**src/rtl/lock_pkg.sv**
```systemverilog
// -----------------------------------------------------------------------------
// lock_pkg
// Shared definitions for the combination-lock sequencer: default parameter
// values, the controller state encoding and the counter width helper.
// No ports (package).
// -----------------------------------------------------------------------------
package lock_pkg;

  localparam int DEF_CODE_LEN       = 5;
  localparam int DEF_MAX_FAIL       = 3;
  localparam int DEF_LOCKOUT_CYCLES = 16;

  typedef enum logic [2:0] {
    ST_IDLE    = 3'd0,
    ST_CLEAR   = 3'd1,
    ST_SHIFT   = 3'd2,
    ST_CHECK   = 3'd3,
    ST_RESULT  = 3'd4,
    ST_LOCKOUT = 3'd5
  } state_e;

  // Bits needed to hold values 0..n-1, never less than one bit.
  function automatic int cnt_w(input int n);
    if (n <= 2) return 1;
    return $clog2(n);
  endfunction

endpackage

```
**src/rtl/lock_controller_if.sv**
```systemverilog
// -----------------------------------------------------------------------------
// lock_controller_if
// Groups the host handshake and the detector-facing signals of the lock
// controller.
//   start, code      host -> controller  attempt request and candidate code
//   busy             controller -> host  high outside IDLE
//   granted, denied  controller -> host  one-cycle result pulses
//   locked_out       controller -> host  high during lockout
//   lock_reset, lock_update, lock_key   controller -> detector
//   lock_unlock      detector -> controller
// Modports: master (host/detector side), slave (controller side).
// -----------------------------------------------------------------------------
interface lock_controller_if #(
  parameter int CODE_LEN = lock_pkg::DEF_CODE_LEN
);
  logic                start;
  logic [CODE_LEN-1:0] code;
  logic                busy;
  logic                lock_reset;
  logic                lock_update;
  logic                lock_key;
  logic                lock_unlock;
  logic                granted;
  logic                denied;
  logic                locked_out;

  modport master (
    output start, code, lock_unlock,
    input  busy, lock_reset, lock_update, lock_key, granted, denied, locked_out
  );

  modport slave (
    input  start, code, lock_unlock,
    output busy, lock_reset, lock_update, lock_key, granted, denied, locked_out
  );
endinterface

```
**src/rtl/lock_lockout_timer.sv**
```systemverilog
// -----------------------------------------------------------------------------
// lock_lockout_timer
// Loadable down-counter timing the lockout period.
//   clk     in  clock
//   reset   in  asynchronous active-high reset
//   load_i  in  load LOCKOUT_CYCLES-1 (takes priority over counting)
//   en_i    in  count down while nonzero
//   done_o  out counter is zero
// -----------------------------------------------------------------------------
module lock_lockout_timer
  import lock_pkg::*;
#(
  parameter int LOCKOUT_CYCLES = DEF_LOCKOUT_CYCLES
) (
  input  logic clk,
  input  logic reset,
  input  logic load_i,
  input  logic en_i,
  output logic done_o
);

  localparam int CW = cnt_w(LOCKOUT_CYCLES);

  logic [CW-1:0] cnt_q, cnt_d;

  always_comb begin
    cnt_d = cnt_q;
    if (load_i) begin
      cnt_d = CW'(LOCKOUT_CYCLES - 1);
    end else if (en_i && (cnt_q != '0)) begin
      cnt_d = cnt_q - CW'(1);
    end
  end

  always_ff @(posedge clk or posedge reset) begin
    if (reset) begin
      cnt_q <= '0;
    end else begin
      cnt_q <= cnt_d;
    end
  end

  assign done_o = (cnt_q == '0);

endmodule

```
**src/rtl/lock_controller.sv**
```systemverilog
// -----------------------------------------------------------------------------
// lock_controller
// Sequencer and attempt manager for the serial combination-lock detector.
// Latches a code on start, clears the detector, shifts the code MSB first,
// samples the unlock flag and reports granted/denied. MAX_FAIL consecutive
// denials start a LOCKOUT_CYCLES-long lockout.
//   clk    in  clock
//   reset  in  asynchronous active-high reset
//   bus    lock_controller_if.slave (handshake, result and detector signals)
// -----------------------------------------------------------------------------
module lock_controller
  import lock_pkg::*;
#(
  parameter int CODE_LEN       = DEF_CODE_LEN,
  parameter int MAX_FAIL       = DEF_MAX_FAIL,
  parameter int LOCKOUT_CYCLES = DEF_LOCKOUT_CYCLES
) (
  input  logic               clk,
  input  logic               reset,
  lock_controller_if.slave   bus
);

  localparam int IW = cnt_w(CODE_LEN);
  localparam int FW = cnt_w(MAX_FAIL + 1);

  state_e              state_q, state_d;
  logic [CODE_LEN-1:0] shreg_q, shreg_d;
  logic [IW-1:0]       idx_q, idx_d;
  logic [FW-1:0]       fail_q, fail_d;
  logic                result_q, result_d;

  logic [FW-1:0]       fail_inc;
  logic                tmr_load;
  logic                tmr_done;

  assign fail_inc = fail_q + FW'(1);

  lock_lockout_timer #(
    .LOCKOUT_CYCLES(LOCKOUT_CYCLES)
  ) u_timer (
    .clk    (clk),
    .reset  (reset),
    .load_i (tmr_load),
    .en_i   (state_q == ST_LOCKOUT),
    .done_o (tmr_done)
  );

  always_comb begin
    state_d  = state_q;
    shreg_d  = shreg_q;
    idx_d    = idx_q;
    fail_d   = fail_q;
    result_d = result_q;
    tmr_load = 1'b0;
    unique case (state_q)
      ST_IDLE: begin
        if (bus.start) begin
          shreg_d = bus.code;
          state_d = ST_CLEAR;
        end
      end
      ST_CLEAR: begin
        idx_d   = IW'(CODE_LEN - 1);
        state_d = ST_SHIFT;
      end
      ST_SHIFT: begin
        if (idx_q == '0) begin
          state_d = ST_CHECK;
        end else begin
          idx_d = idx_q - IW'(1);
        end
      end
      ST_CHECK: begin
        result_d = bus.lock_unlock;
        state_d  = ST_RESULT;
      end
      ST_RESULT: begin
        if (result_q) begin
          fail_d  = '0;
          state_d = ST_IDLE;
        end else begin
          fail_d = fail_inc;
          if (fail_inc == FW'(MAX_FAIL)) begin
            // Load on the transition so the first LOCKOUT cycle already
            // holds LOCKOUT_CYCLES-1 and the lockout lasts exactly
            // LOCKOUT_CYCLES cycles.
            tmr_load = 1'b1;
            state_d  = ST_LOCKOUT;
          end else begin
            state_d = ST_IDLE;
          end
        end
      end
      ST_LOCKOUT: begin
        if (tmr_done) begin
          fail_d  = '0;
          state_d = ST_IDLE;
        end
      end
      default: state_d = ST_IDLE;
    endcase
  end

  always_ff @(posedge clk or posedge reset) begin
    if (reset) begin
      state_q  <= ST_IDLE;
      shreg_q  <= '0;
      idx_q    <= '0;
      fail_q   <= '0;
      result_q <= 1'b0;
    end else begin
      state_q  <= state_d;
      shreg_q  <= shreg_d;
      idx_q    <= idx_d;
      fail_q   <= fail_d;
      result_q <= result_d;
    end
  end

  // Outputs decode registered state; lock_reset also follows the reset input
  // so the detector is held cleared for the whole reset.
  assign bus.busy        = (state_q != ST_IDLE);
  assign bus.lock_reset  = reset | (state_q == ST_CLEAR);
  assign bus.lock_update = (state_q == ST_SHIFT);
  assign bus.lock_key    = (state_q == ST_SHIFT) ? shreg_q[idx_q] : 1'b0;
  assign bus.granted     = (state_q == ST_RESULT) &  result_q;
  assign bus.denied      = (state_q == ST_RESULT) & ~result_q;
  assign bus.locked_out  = (state_q == ST_LOCKOUT);

endmodule

```
**src/flat_wrapper.sv**
```systemverilog
// flat-port wrapper written by rule: the top's interface ports become plain ports
module lock_controller_flat import lock_pkg::*;
#(
  parameter int CODE_LEN       = DEF_CODE_LEN,
  parameter int MAX_FAIL       = DEF_MAX_FAIL,
  parameter int LOCKOUT_CYCLES = DEF_LOCKOUT_CYCLES
)
  (clk, reset, bus_start, bus_code, bus_lock_unlock, bus_busy, bus_lock_reset, bus_lock_update, bus_lock_key, bus_granted, bus_denied, bus_locked_out);
  lock_controller_if #(.CODE_LEN(CODE_LEN)) bus_i ();
  input  logic clk;
  input  logic reset;
  input wire logic [$bits(bus_i.start)-1:0] bus_start;
  input wire logic [$bits(bus_i.code)-1:0] bus_code;
  input wire logic [$bits(bus_i.lock_unlock)-1:0] bus_lock_unlock;
  output wire logic [$bits(bus_i.busy)-1:0] bus_busy;
  output wire logic [$bits(bus_i.lock_reset)-1:0] bus_lock_reset;
  output wire logic [$bits(bus_i.lock_update)-1:0] bus_lock_update;
  output wire logic [$bits(bus_i.lock_key)-1:0] bus_lock_key;
  output wire logic [$bits(bus_i.granted)-1:0] bus_granted;
  output wire logic [$bits(bus_i.denied)-1:0] bus_denied;
  output wire logic [$bits(bus_i.locked_out)-1:0] bus_locked_out;
  assign bus_i.start = bus_start;
  assign bus_i.code = bus_code;
  assign bus_i.lock_unlock = bus_lock_unlock;
  assign bus_busy = bus_i.busy;
  assign bus_lock_reset = bus_i.lock_reset;
  assign bus_lock_update = bus_i.lock_update;
  assign bus_lock_key = bus_i.lock_key;
  assign bus_granted = bus_i.granted;
  assign bus_denied = bus_i.denied;
  assign bus_locked_out = bus_i.locked_out;
  lock_controller #(.CODE_LEN(CODE_LEN), .MAX_FAIL(MAX_FAIL), .LOCKOUT_CYCLES(LOCKOUT_CYCLES)) u_core (.clk(clk), .reset(reset), .bus(bus_i));
endmodule
```
**config.mk**
```make
export PLATFORM = sky130hd
export DESIGN_NAME = lock_controller_flat
export DESIGN_NICKNAME = d
export VERILOG_FILES = /design/src/rtl/lock_pkg.sv /design/src/rtl/lock_controller_if.sv /design/src/rtl/lock_lockout_timer.sv /design/src/rtl/lock_controller.sv /design/src/flat_wrapper.sv
export SDC_FILE = /design/constraint.sdc
export NUM_CORES = 1
export LEC_CHECK = 0
export ABC_AREA = 1
export CAP_MARGIN = 20
export CORE_UTILIZATION = 50
export CTS_CLUSTER_DIAMETER = 150
export CTS_CLUSTER_SIZE = 24
export DETAILED_ROUTE_END_ITERATION = 8
export PLACE_DENSITY = 0.81
export SYNTH_ARGS = -nofsm -noshare
export SYNTH_HDL_FRONTEND = slang
export SYNTH_SLANG_ARGS = --single-unit
```
**constraint.sdc**
```tcl
create_clock -name clk -period 2.16 [get_ports clk]
set_input_delay 0.54 -clock clk [delete_from_list [all_inputs] [get_ports clk]]
set_output_delay 0.54 -clock clk [all_outputs]
set_load 0.1 [all_outputs]
```
; After elaboration in Yosys (flattened, before gate mapping)
; Cells that the tools add are included.
[op_classes]
add_sub_neg = 3
multipliers = 0
div = 0
n_lt_le_gt_ge = 1
eq_ne = 10
n_shift = 0
mux = 19
n_bitwise = 4
reduce_logical = 13
[ops]
columns = op, n
row1 = $mux 3, 6
row2 = $pmux 3 s6, 1
row3 = $mux 4, 2
row4 = $eq 3x2->1 const B, 2
row5 = $eq 3x3->1 const B, 2
row6 = $logic_not 3->1, 2
row7 = $pmux 3 s2, 1
row8 = $reduce_and 2->1, 3
row9 = $reduce_bool 2->1, 3
row10 = $mux 1, 5
row11 = $logic_not 4->1, 1
row12 = $lt 3x4->1 const B, 1
row13 = $mux 2, 2
row14 = $ne 2x1->1 const B, 2
row15 = $ne 2x2->1 const B, 2
row16 = $pmux 2 s2, 1
row17 = $reduce_bool 4->1, 1
row18 = $sub 4x1->4 const B, 1
row19 = $bmux 1 s3, 1
row20 = $eq 3x1->1 const B, 1
row21 = $reduce_and 3->1, 1
row22 = $reduce_bool 3->1, 1
row23 = $sub 3x1->3 const B, 1
row24 = $add 2x1->2 const B, 1
row25 = 5 further kinds, 6
[word_totals]
reg_bits = 18
latchBits = 0
mem_bits_rw = 0
mem_bits_ro = 0
input_bits = 9
elab_cells = 56
memories = 0

; Depth between registers and ports, before layout
[depth]
word_depth = 6
depth_mapped = 7
depth_no_buf = 7

; By module
; From an unflattened synthesis, not the netlist that was laid out.
[hier_totals]
cells_unflattened = 134
area_unflattened_um2 = 1048.5
[by_module_without_submodules]
columns = module, n_inst, cells_per_inst, area_each_um2, seq_area_each_um2
row1 = lock_controller, 1, 101, 778.2, 350.3
row2 = lock_lockout_timer, 1, 33, 270.3, 100.1

; Worst setup path before layout
; No wires, ideal clock.
[synth_path]
path_kind = flip-flop to output port
startpoint = reg u_core.state_q[0]
endpoint = out bus_denied
arrival_time_ns = 2.005
t_required_ns = 1.620
setup_slack_ns = -0.385
stages_incl_launch_ff = 4
n_path_buf = 0
path_cell_list = dfrtp_1 -> nor2_1 -> nand2_1 -> nor2_1
[synth_via]
elab_chain_len = 2
[synth_rtl]
columns = element, line_no
row1 = from (decl), lock_controller.sv:26  ; state_e state_q, state_d;
row2 = from (signal assigned), lock_controller.sv:112  ; state_q <= state_d;
row3 = $eq 3x3->1, lock_controller.sv:127  ; assign bus.denied = (state_q == ST_RESULT) & ~result_q;
row4 = $and 1x1->1, lock_controller.sv:127
row5 = to (decl), flat_wrapper.sv:20  ; output wire logic [$bits(bus_i.denied)-1:0] bus_denied;
; No other way between the ends.

; Worst setup path in the final report
[layout_path]
startpoint = reg u_core.state_q[0]
endpoint = out bus_lock_key
[layout_via]
elab_chain_len = 2
[layout_rtl]
columns = element, line_no
row1 = $eq 3x2->1, lock_controller.sv:125  ; assign bus.lock_key = (state_q == ST_SHIFT) ? shreg_q[idx_q] : 1'b0;
row2 = $mux 1, lock_controller.sv:125
row3 = to (decl), flat_wrapper.sv:18  ; output wire logic [$bits(bus_i.lock_key)-1:0] bus_lock_key;
; No other way between the ends.

==> summary.md <==
| Metric | Value |
|---|---|
| Synthesized netlist net count | `140` |
| Met1 Track Usage GR | `29.6%` |
| Cell variety after synth | `20` |
| Die Area | `0.00217 sq mm` |
| Estimated wirelength of the detail-placed design | `1490 microns` |
| Filler instances | `143` |
| Register Area | `453 sq um` |
| Insertion delay to the later sink of the worst-skew pair | `0.30 ns` |
| Number of max-cap violations | `0` |
| Clock Skew | `0.00177 ns` |
| Area of the multi-input gates | `460 sq um` |
| Number of placement rows | `15` |
| Run status | `finished, final reports clean` |
| Data required time of the worst path | `1.62 ns` |
| Clock slew at the register clock pins of the worst setup and hold paths | `0.11 ns` |
| Hold Path Class | `reg2reg` |
| Via count of the first global-routing pass | `834` |
| Met2 Track Usage GR | `35.0%` |
| Vias | `851` |
| Cell family contributing the most delay on the critical path | `flip-flops` |
| Final period utilization | `96.1%` |
| Total Routing Usage GR | `22.4%` |
| Depth of the critical timing path with buffers and inverters included | `6` |
| DRC violations left | `0` |
| Slowest CP cell | `sky130_fd_sc_hd__dfrtp_2` |
| Setup violators final | `0` |
| Total inserted antenna cells | `0` |
| Core area | `0.00180 sq mm` |
| Slowest stage delay, CP | `0.48 ns` |
| Cell area reported after detailed placement | `0.00126 sq mm` |
| Setup ws final | `0.0837 ns` |
| Post-route minimum period | `2.08 ns` |
| Startpoint class of the critical path | `flop` |
| Met3 usage in global routing | `6.27%` |
| Fraction of the core area covered by cells at the end of the flow | `72.6%` |
| Final Hold Fails | `0` |
| VDD IR max | `0.873 mV` |
| Worst-case clock buffer depth | `2` |
| Final nets | `162` |
| Number of warnings issued by yosys | `0` |
| Sequential area share after synthesis | `45.4%` |
| Clock sinks | `18` |
| Pin count of the biggest net entering global routing | `19` |
| Effective utilization at floorplan | `55.1%` |
| Sum of routed wire length over all layers | `1980 microns` |
| Fraction of final layout cells sized beyond drive strength 1 | `18.9%` |
| Initial antenna violation count | `0` |
| Flip-flop cell with the highest count after synthesis | `sky130_fd_sc_hd__dfrtp_1` |
| Global-route congestion overflow total | `0` |
| Achievable Freq | `482 MHz` |
| Die height | `46.5 microns` |
| Detailed router's first-iteration violation count | `24` |
| Detailed-routing iteration count for the pre-antenna-repair pass | `5` |
| P&R area growth vs syn | `31.8%` |
| Post-Synthesis Cell Area | `992 sq um` |
| Crit path buf inv count | `2` |
| Number of levels in the clock H-tree | `1` |
| Post-synthesis area per instance | `7.81 sq um` |
| Placer Congestion | `0.845` |
| Boundary pin count | `16` |
| Global-route wire length before repair | `3420 microns` |
| Die Wd | `46.5 microns` |
| Ys async rst share | `100%` |
| R2r worst-path depth | `6` |
| Post-Route Setup TNS | `0 ns` |
| Top cell type by total area after synthesis | `sky130_fd_sc_hd__dfrtp_1` |
| Series of cell instances along the critical path | `nor2_4 -> nand2_2 -> a21oi_1 -> nand2_1 -> inv_1 -> buf_12` |
| Largest cells by area after synthesis | `sky130_fd_sc_hd__dfrtp_1 45%, sky130_fd_sc_hd__nand2_1 11%, sky130_fd_sc_hd__inv_1 8.3%, sky130_fd_sc_hd__nand3_1 7.6%, sky130_fd_sc_hd__ha_1 5.0%` |
| Leak Pwr | `0.000679 uW` |
| Number of register bits inferred by synthesis | `18` |
| Cell at the root of the clock tree | `sky130_fd_sc_hd__clkbuf_4` |
| Synthesized instance count | `127` |
| Setup repair after global routing missed its margin | `no` |
| Hold slack | `0.501 ns` |
| Quantity of hold-fixing buffers added after cts | `0` |
| Routed vias/inst | `4.92` |
| CP endpoint kind | `output port` |
| Pre-CTS worst setup slack | `0.300 ns` |
| Worst Path Max Fanout | `7` |
| Top cell types by occurrence after synthesis | `28 x sky130_fd_sc_hd__nand2_1, 22 x sky130_fd_sc_hd__inv_1, 18 x sky130_fd_sc_hd__dfrtp_1, 15 x sky130_fd_sc_hd__nand3_1, 12 x sky130_fd_sc_hd__nor2_1` |
| CTS tree | `built` |
| Max-slew headroom | `83.8%` |
| Number of cells on the worst hold path | `2` |
| Worst Path Arrival | `1.54 ns` |
| Routed wire length per instance | `11.5 microns` |
| Cell with the most instances after synthesis | `sky130_fd_sc_hd__nand2_1` |
| Final std cell area, no fill | `0.00131 sq mm` |
| Busiest grt layer | `met2` |
| Number of max-slew violations in the final report | `0` |
| P per Cell Area | `1570 mW/mm^2` |
| Category of the most critical setup path | `reg2out` |
| CTS buffer count | `3` |
| Portion of synthesized cell area occupied by the leading cell type | `45.4%` |
| Number of flops mapped to enable cells by yosys | `0` |
| Actual transition at the worst max-transition pin | `0.243 ns` |
| Quantity of I/O buffers inserted on ports | `15` |
| Number of nets still failing antenna checks after routing | `0` |
-- timing repair --
action                                 4_1_cts  5_1_grt
buffers inserted                             0        1
endpoints found under the hold margin        0        0
setup endpoints to repair                    0        1
gates resized for setup                      0        3
-- worst reg2reg max path: cells and delay by family, from the launching register on --
family                   cells  cell delay [ns]
buffers and inverters        2             0.21
flip-flops                   1             0.41
AND/OR/NAND/NOR              2             0.35
AO/OA/AOI/OAI                1             0.15
adder cells (fa/ha/maj)      1             0.23
-- power breakdown --
part           internal (uW)  total [uW]  switching [uW]
Combinational            423        1220             799
Sequential               487         615             129
Clock                    103         213             110
Total                   1010        2050            1040
-- registers in the layout (all words and copies together), names as in the netlist --
signal                cells
u_core.fail_q             2
u_core.shreg_q            5
u_core.idx_q              3
u_core.result_q           1
u_core.state_q            3
u_core.u_timer.cnt_q      4
-- per-layer routing --
layer  share of wire [%]  wire length, microns
met5                   0                     0
met4                 1.1                    22
met3                 2.7                    53
met2                  48                   946
met1                  48                   959
-- logic make-up (layout without fill, tap and decap cells) --
family	after synthesis	count (layout)	share of synthesized area, %
buffers and inverters	24	45	9.20
and+or+nand+nor	64	64	31.3
DFF	18	18	45.4
AOI/OAI and AO/OA	17	17	9.08
adders and majority gates	4	4	5.04
-- layout by cell type, fill, tap and decap left out, types with 2 or more instances in the layout --
| master | instances |
|---|---|
| sky130_fd_sc_hd__nor2_1 | 10 |
| sky130_fd_sc_hd__dfrtp_2 | 2 |
| sky130_fd_sc_hd__clkbuf_4 | 3 |
| sky130_fd_sc_hd__nand2_1 | 26 |
| sky130_fd_sc_hd__nand3_1 | 15 |
| sky130_fd_sc_hd__nand3_2 | 2 |
| sky130_fd_sc_hd__nor2_4 | 2 |
| sky130_fd_sc_hd__o21ai_1 | 2 |
| sky130_fd_sc_hd__dfrtp_1 | 16 |
| sky130_fd_sc_hd__a21oi_1 | 3 |
| sky130_fd_sc_hd__clkdlybuf4s50_1 | 8 |
| sky130_fd_sc_hd__o21ai_0 | 10 |
| sky130_fd_sc_hd__nor2_2 | 2 |
| sky130_fd_sc_hd__ha_1 | 4 |
| sky130_fd_sc_hd__buf_4 | 2 |
| sky130_fd_sc_hd__buf_12 | 7 |
| sky130_fd_sc_hd__nand2_2 | 3 |
| sky130_fd_sc_hd__inv_1 | 22 |
-- worst paths after layout --
path                       slack [ns]                     from                end
setup / recovery                 0.08        u_core.state_q[0]       bus_lock_key
hold / removal                   0.50        u_core.shreg_q[1]  u_core.shreg_q[1]
setup reg to reg                 0.72  u_core.u_timer.cnt_q[0]  u_core.state_q[0]
hold reg to reg                  0.50        u_core.shreg_q[1]  u_core.shreg_q[1]
max in group asynchronous        1.33                    reset  u_core.state_q[2]
min in group asynchronous        0.62                    reset  u_core.state_q[1]
-- layout make-up --
class | count | share of cell area, %
Multi-Input combinational cell | 85 | 35.2
Sequential cell | 18 | 34.6
Timing Repair Buffer | 17 | 18.0
Clock buffer | 4 | 2.78
Tap cell | 25 | 2.39
Inverter | 24 | 6.99
-- through the flow --
stage / cells / total power (uW)
floorplan: 127 / 1460
global placement: 168 / 1770
detailed placement: 168 / 1810
CTS: 172 / 2030
global route: 173 / 2200
finish: 173 / 2050
Note: power is estimated with default switching activity, not from simulation.
